### src/rtl/uart_rx_pkg.sv
// Shared types and default configuration for the UART receive path blocks.
package uart_rx_pkg;

    typedef enum logic {
        IDLE   = 1'b0,
        SAMPLE = 1'b1
    } state_t;

    localparam int unsigned PRESCALE_MIN     = 4;
    localparam int unsigned DEF_PRESCALE_W   = 6;
    localparam int unsigned DEF_SYNC_STAGES  = 2;
    localparam int unsigned DEF_VOTE_SAMPLES = 3;
    localparam int unsigned DEF_GLITCH_CNT_W = 8;

endpackage

### src/rtl/bit_sync.sv
// N-stage single-bit synchroniser with a configurable reset level.
module bit_sync
    import uart_rx_pkg::*;
#(
    parameter int unsigned STAGES    = DEF_SYNC_STAGES,
    parameter logic        RESET_VAL = 1'b0
) (
    input  logic CLK,
    input  logic RST,
    input  logic d,
    output logic q
);

    logic [STAGES-1:0] chain;

    always_ff @(posedge CLK or negedge RST) begin
        if (!RST) begin
            chain <= {STAGES{RESET_VAL}};
        end else begin
            chain <= {chain[STAGES-2:0], d};
        end
    end

    assign q = chain[STAGES-1];

endmodule

### src/rtl/uart_start_detector.sv
// Oversampled UART start-bit qualifier: edge detect, mid-bit majority vote,
// valid/glitch pulses and a saturating glitch counter.
module uart_start_detector
    import uart_rx_pkg::*;
#(
    parameter int unsigned PRESCALE_W   = DEF_PRESCALE_W,
    parameter int unsigned SYNC_STAGES  = DEF_SYNC_STAGES,
    parameter int unsigned VOTE_SAMPLES = DEF_VOTE_SAMPLES,
    parameter int unsigned GLITCH_CNT_W = DEF_GLITCH_CNT_W
) (
    input  logic                    CLK,
    input  logic                    RST,
    input  logic                    enable,
    input  logic                    rx_in,
    input  logic [PRESCALE_W-1:0]   prescale,
    input  logic                    glitch_clr,
    output logic                    strt_valid,
    output logic                    strt_glitch,
    output logic                    busy,
    output logic                    cfg_err,
    output logic [GLITCH_CNT_W-1:0] glitch_cnt
);

    localparam int unsigned ZERO_W    = $clog2(VOTE_SAMPLES + 1);
    localparam int unsigned MIN_RATIO = (VOTE_SAMPLES + 2 > PRESCALE_MIN) ?
                                        VOTE_SAMPLES + 2 : PRESCALE_MIN;
    localparam logic [PRESCALE_W-1:0] MIN_P  = MIN_RATIO[PRESCALE_W-1:0];
    localparam logic [PRESCALE_W-1:0] HALF_P = PRESCALE_W'(VOTE_SAMPLES >> 1);
    localparam logic [ZERO_W-1:0]     HALF_Z = ZERO_W'(VOTE_SAMPLES >> 1);

    state_t                  state;
    logic                    rx_sync;
    logic                    rx_prev;
    logic [PRESCALE_W-1:0]   edge_cnt;
    logic [ZERO_W-1:0]       zero_cnt;

    logic [PRESCALE_W-1:0]   mid;
    logic [PRESCALE_W-1:0]   win_lo;
    logic [PRESCALE_W-1:0]   win_hi;
    logic [PRESCALE_W-1:0]   last;
    logic [ZERO_W-1:0]       zero_next;
    logic                    edge_seen;
    logic                    decide;
    logic                    votes_ok;
    logic                    glitch_hit;

    bit_sync #(
        .STAGES    (SYNC_STAGES),
        .RESET_VAL (1'b1)
    ) u_sync (
        .CLK (CLK),
        .RST (RST),
        .d   (rx_in),
        .q   (rx_sync)
    );

    assign cfg_err = (prescale < MIN_P);

    always_comb begin
        mid        = prescale >> 1;
        win_lo     = mid - HALF_P;
        win_hi     = mid + HALF_P;
        last       = prescale - PRESCALE_W'(1);
        zero_next  = zero_cnt + ZERO_W'((edge_cnt >= win_lo) && (edge_cnt <= win_hi) && !rx_sync);
        votes_ok   = (zero_next > HALF_Z);
        edge_seen  = enable && !cfg_err && rx_prev && !rx_sync;
        decide     = (state == SAMPLE) && enable && (edge_cnt == last);
        glitch_hit = decide && !votes_ok;
    end

    always_ff @(posedge CLK or negedge RST) begin
        if (!RST) begin
            state       <= IDLE;
            edge_cnt    <= '0;
            zero_cnt    <= '0;
            rx_prev     <= 1'b1;
            strt_valid  <= 1'b0;
            strt_glitch <= 1'b0;
            busy        <= 1'b0;
            glitch_cnt  <= '0;
        end else begin
            rx_prev     <= rx_sync;
            strt_valid  <= 1'b0;
            strt_glitch <= 1'b0;

            if (glitch_clr) begin
                glitch_cnt <= '0;
            end else if (glitch_hit && (glitch_cnt != '1)) begin
                glitch_cnt <= glitch_cnt + 1'b1;
            end

            case (state)
                IDLE: begin
                    if (edge_seen) begin
                        state    <= SAMPLE;
                        busy     <= 1'b1;
                        edge_cnt <= '0;
                        zero_cnt <= '0;
                    end
                end
                SAMPLE: begin
                    // Abort outranks the decision; a wrapped edge_cnt still reaches last.
                    if (!enable) begin
                        state <= IDLE;
                        busy  <= 1'b0;
                    end else if (edge_cnt == last) begin
                        state       <= IDLE;
                        busy        <= 1'b0;
                        strt_valid  <= votes_ok;
                        strt_glitch <= !votes_ok;
                    end else begin
                        edge_cnt <= edge_cnt + 1'b1;
                        zero_cnt <= zero_next;
                    end
                end
                default: begin
                    state <= IDLE;
                    busy  <= 1'b0;
                end
            endcase
        end
    end

endmodule
### config.mk
export PLATFORM = sky130hd
export DESIGN_NAME = uart_start_detector
export DESIGN_NICKNAME = d
export VERILOG_FILES = /design/src/rtl/uart_rx_pkg.sv /design/src/rtl/bit_sync.sv /design/src/rtl/uart_start_detector.sv
export SDC_FILE = /design/constraint.sdc
export NUM_CORES = 1
export LEC_CHECK = 0
export ABC_AREA = 1
export CAP_MARGIN = 10
export CORE_MARGIN = 2
export CORE_UTILIZATION = 45
export DETAILED_ROUTE_END_ITERATION = 10
export PLACE_DENSITY = 0.77
export SLEW_MARGIN = 30
export SYNTH_ARGS = -nofsm -noshare
export SYNTH_HDL_FRONTEND = slang
export SYNTH_SLANG_ARGS = --single-unit
### constraint.sdc
create_clock -name CLK -period 3.06 [get_ports CLK]
set_clock_uncertainty 0.1 [all_clocks]
set_input_delay 0.459 -clock CLK [delete_from_list [all_inputs] [get_ports CLK]]
set_output_delay 0.459 -clock CLK [all_outputs]
set_load 0.05 [all_outputs]
==> flow_summary.ini <==
[floorplanning]
fp-row-count = 23
initial_core_util_pct = 45.8
die_w_um = 67.3
core_area_sq_um = 3940
die_y_um = 67.3
ios = 23
die-area_sq_um = 4530

[layout]
antennaDiodeCount = 0
stdcell_count = 326
fillers = 353
nets = 306
fin_area_sq_um = 2340
area_growth_pct = 29.7
drive_gt1_share_pct = 21.4

[yosys]
synthCells = 233
yosys_warnings = 0
synth_top_flop_cell = dfrtp_1
async_flop_share_pct = 100
ys_types = 34
postSynthAreaPerCell_sq_um = 7.75
synth_area_sq_um = 1810
syn-num-nets = 262
synth_edf_count = 0
synth_seq_cells = 23
synth_seq_area_share_pct = 32.1

[timing]
hold_slack_ps = 260
timing_max_transition_violations_final = 0
worst_pin_slew_ps = 500
clock.fmax_mhz = 352
setup_viol = 0
finalSetupTns_ps = 0
period_share_pct = 92.7
rsz0062_at_grt = false
slew_headroom_pct = 66.6
min_period_ps = 2840
hold_viol_final = 0

[critical_path]
crit_path_end_kind = flop
crit_start = prescale[3]
path_common_cell = nand2_1
reg2reg_from = edge_cnt[1]
critPathTopFamily = simple AND/OR/NAND/NOR gates
path_buf_inv = 6
cpPeakStageDelay_ps = 320
r2r_cells = 13
critical_path_depth = 20
r2r_end = glitch_cnt[3]
critPathKind = in -> reg
cp.arrival_ps = 2890
slowest_stage = dlygate4sd2_1
crit_end = glitch_cnt[3]
critical_path.cell_chain = dlygate4sd2_1, inv_6, buf_4, nand2_2, nor2_4, xor2_1, inv_1, ha_1, nand2_1, inv_1, nand4_1, o2111a_1, nor3_2, ha_2, xor2_2, inv_2, nand4_4, nand2_4, nand2_1, nand2_1
crit_path_max_fanout = 8
critPathRequiredTime_ps = 3110
rrSetupSlack_ps = 740
critPathLaunchType = input pin

[route]
drt-pass1-iter-count = 4
vias = 1639
drc = 0
final_antenna_net_count = 0
drt_iter0_markers = 68
viasPerCell = 5.03
routed_wl_mm = 4.05
avgRoutedWirePerCell_um = 12.4

[placed_design]
place.gp.congestion = 0.813
placed_area_sq_um = 2200
hpwl_mm = 3.05
place_inst = 319
port_buffers = 22

[global_route]
antenna_found_initial = 0
grt_first_pass_wirelength_mm = 6.76
grt_max_degree = 24
grt.overflow.total = 0
grt_pass1_vias = 1527
track_usage_pct = 19.5

[pwr]
power_frac_comb_pct = 37.1
p_seq_share_pct = 42.5
p_total_uw = 889
swShare_pct = 36.1
p_clk_share_pct = 20.4
peakVddDrop_uv = 343
powerDensity_nw_per_um2 = 380
p_leak_nw = 1.15
intPower_uw = 569
p_switching_uw = 321

[clock_tree]
clkLatencyLatePin_ps = 260
cts_sinks = 23
clkSlewWorstSetupHoldPaths_ps = 70
h-tree-depth = 1
ctsRootBufferMaster = clkbuf_8
numCtsBuffers = 3
cts_buffer_depth = 2
cts_tree = done
postCtsHoldBufs = 0

[worst_hold_path]
worstHoldPathCells = 0
hold_class = reg -> reg

[run_status]
outcome = finished clean

[run]
drv_cap = 0
flip-flops by register name (all words and copies together), names as in the netlist:
register,cells
busy,1
edge_cnt,6
glitch_cnt,8
rx_prev,1
state,1
strt_glitch,1
strt_valid,1
u_sync.chain,2
zero_cnt,2
Yosys cell counts, types with 4 or more instances:
library cell / number / area share (%)
nand2_1: 54 / 11
nand3_1: 29 / 8.0
inv_1: 26 / 5.4
dfrtp_1: 20 / 28
nor2_1: 20 / 4.2
ha_1: 18 / 12
xor2_1: 12 / 5.8
a21oi_1: 6 / 1.7
xnor2_1: 6 / 2.9
nor3_1: 4 / 1.1
o21ai_2: 4 / 1.9
cell type report:
class	instances	area, sq um	share of cell area [%]
multi-input combinational	177	1150	49.1
sequential	23	579	24.7
timing repair buffer	41	383	16.3
inverter	31	121	5.18
tap	50	62.6	2.67
clock buffer	4	45.0	1.92
power by group through the flow:
stage,Combinational [mW],Sequential (mW),Clock [mW]
after floorplan,0.188,0.403,0
after global placement,0.302,0.384,0
after detailed placement,0.309,0.383,0
after CTS,0.324,0.377,0.190
after global routing,0.366,0.385,0.202
final,0.330,0.378,0.182
how the worst min path moves through the flow:
stage	startpoint	to	slack, ps
3_3_place_gp	u_sync.chain[0]	u_sync.chain[1]	250
6_report	u_sync.chain[0]	u_sync.chain[1]	260
5_1_grt	u_sync.chain[0]	u_sync.chain[1]	260
3_5_place_dp	u_sync.chain[0]	u_sync.chain[1]	250
2_1_floorplan	RST	busy	60
4_1_cts	u_sync.chain[0]	u_sync.chain[1]	260
layer usage:
layer | vias up | global-route usage, % | wire length, um
met5 | - | 0 | 0
met2 | 35 | 33.4 | 1940
met1 | 755 | 25.4 | 1940
li1 | 843 | - | -
met3 | 6 | 2.00 | 108
met4 | 0 | 7.40 | 58
layout by cell type, fill, tap and decap left out, types with 2 or more instances in the layout:
master           Yosys  final
a21oi_1              6      5
a21oi_2              1      2
buf_4                0     18
clkbuf_8             0      3
clkdlybuf4s50_1      0     17
dfrtp_1             20     20
dfstp_2              3      3
dlymetal6s2s_1       0      3
ha_1                18     15
ha_2                 0      2
inv_1               26     23
inv_2                3      6
nand2_1             54     54
nand2_2              2      2
nand2_4              3      3
nand3_1             29     29
nand4_1              2      2
nor2_1              20     19
nor2_2               2      2
nor2_4               1      2
nor3_2               0      3
o21ai_2              4      5
xnor2_1              6      6
xor2_1              12     11
worst reg2reg max path, stage by stage, from the launching register on:
cell	delay (ps)
dfrtp_1	460
ha_1	340
inv_1	60
nor2_1	40
o211ai_1	160
o2111a_1	220
nor3_2	50
ha_2	180
xor2_2	150
inv_2	100
nand4_4	120
nand2_4	150
nand2_1	70
nand2_1	60
stage by stage:
step | util (%) | setup slack (ps)
after floorplan | - | 199
after global placement | 55.9 | -432
after detailed placement | 55.9 | -450
after CTS | 58.6 | 1.14
after global routing | 59.4 | 45.3
final | 59.4 | 223
kinds of logic (layout without fill, tap and decap cells):
group                      after synthesis  in the layout  share of synthesized area [%]
adders and majority gates               18             18                           12.5
buffers and inverters                   34             76                           7.90
AOI/OAI and AO/OA                       18             18                           6.86
and+or+nand+nor                        122            123                           31.9
xor gates and xnor gates                18             18                           8.73
DFF                                     23             23                           32.1
repair_timing:
action / 4_1_cts / 5_1_grt
buffers inserted: 2 / 0
gates resized for setup: 13 / 8
pin swaps: 5 / 4
gates cloned: 1 / 0
endpoints found under the setup margin: 10 / 11
(Power assumes the default switching activity.)
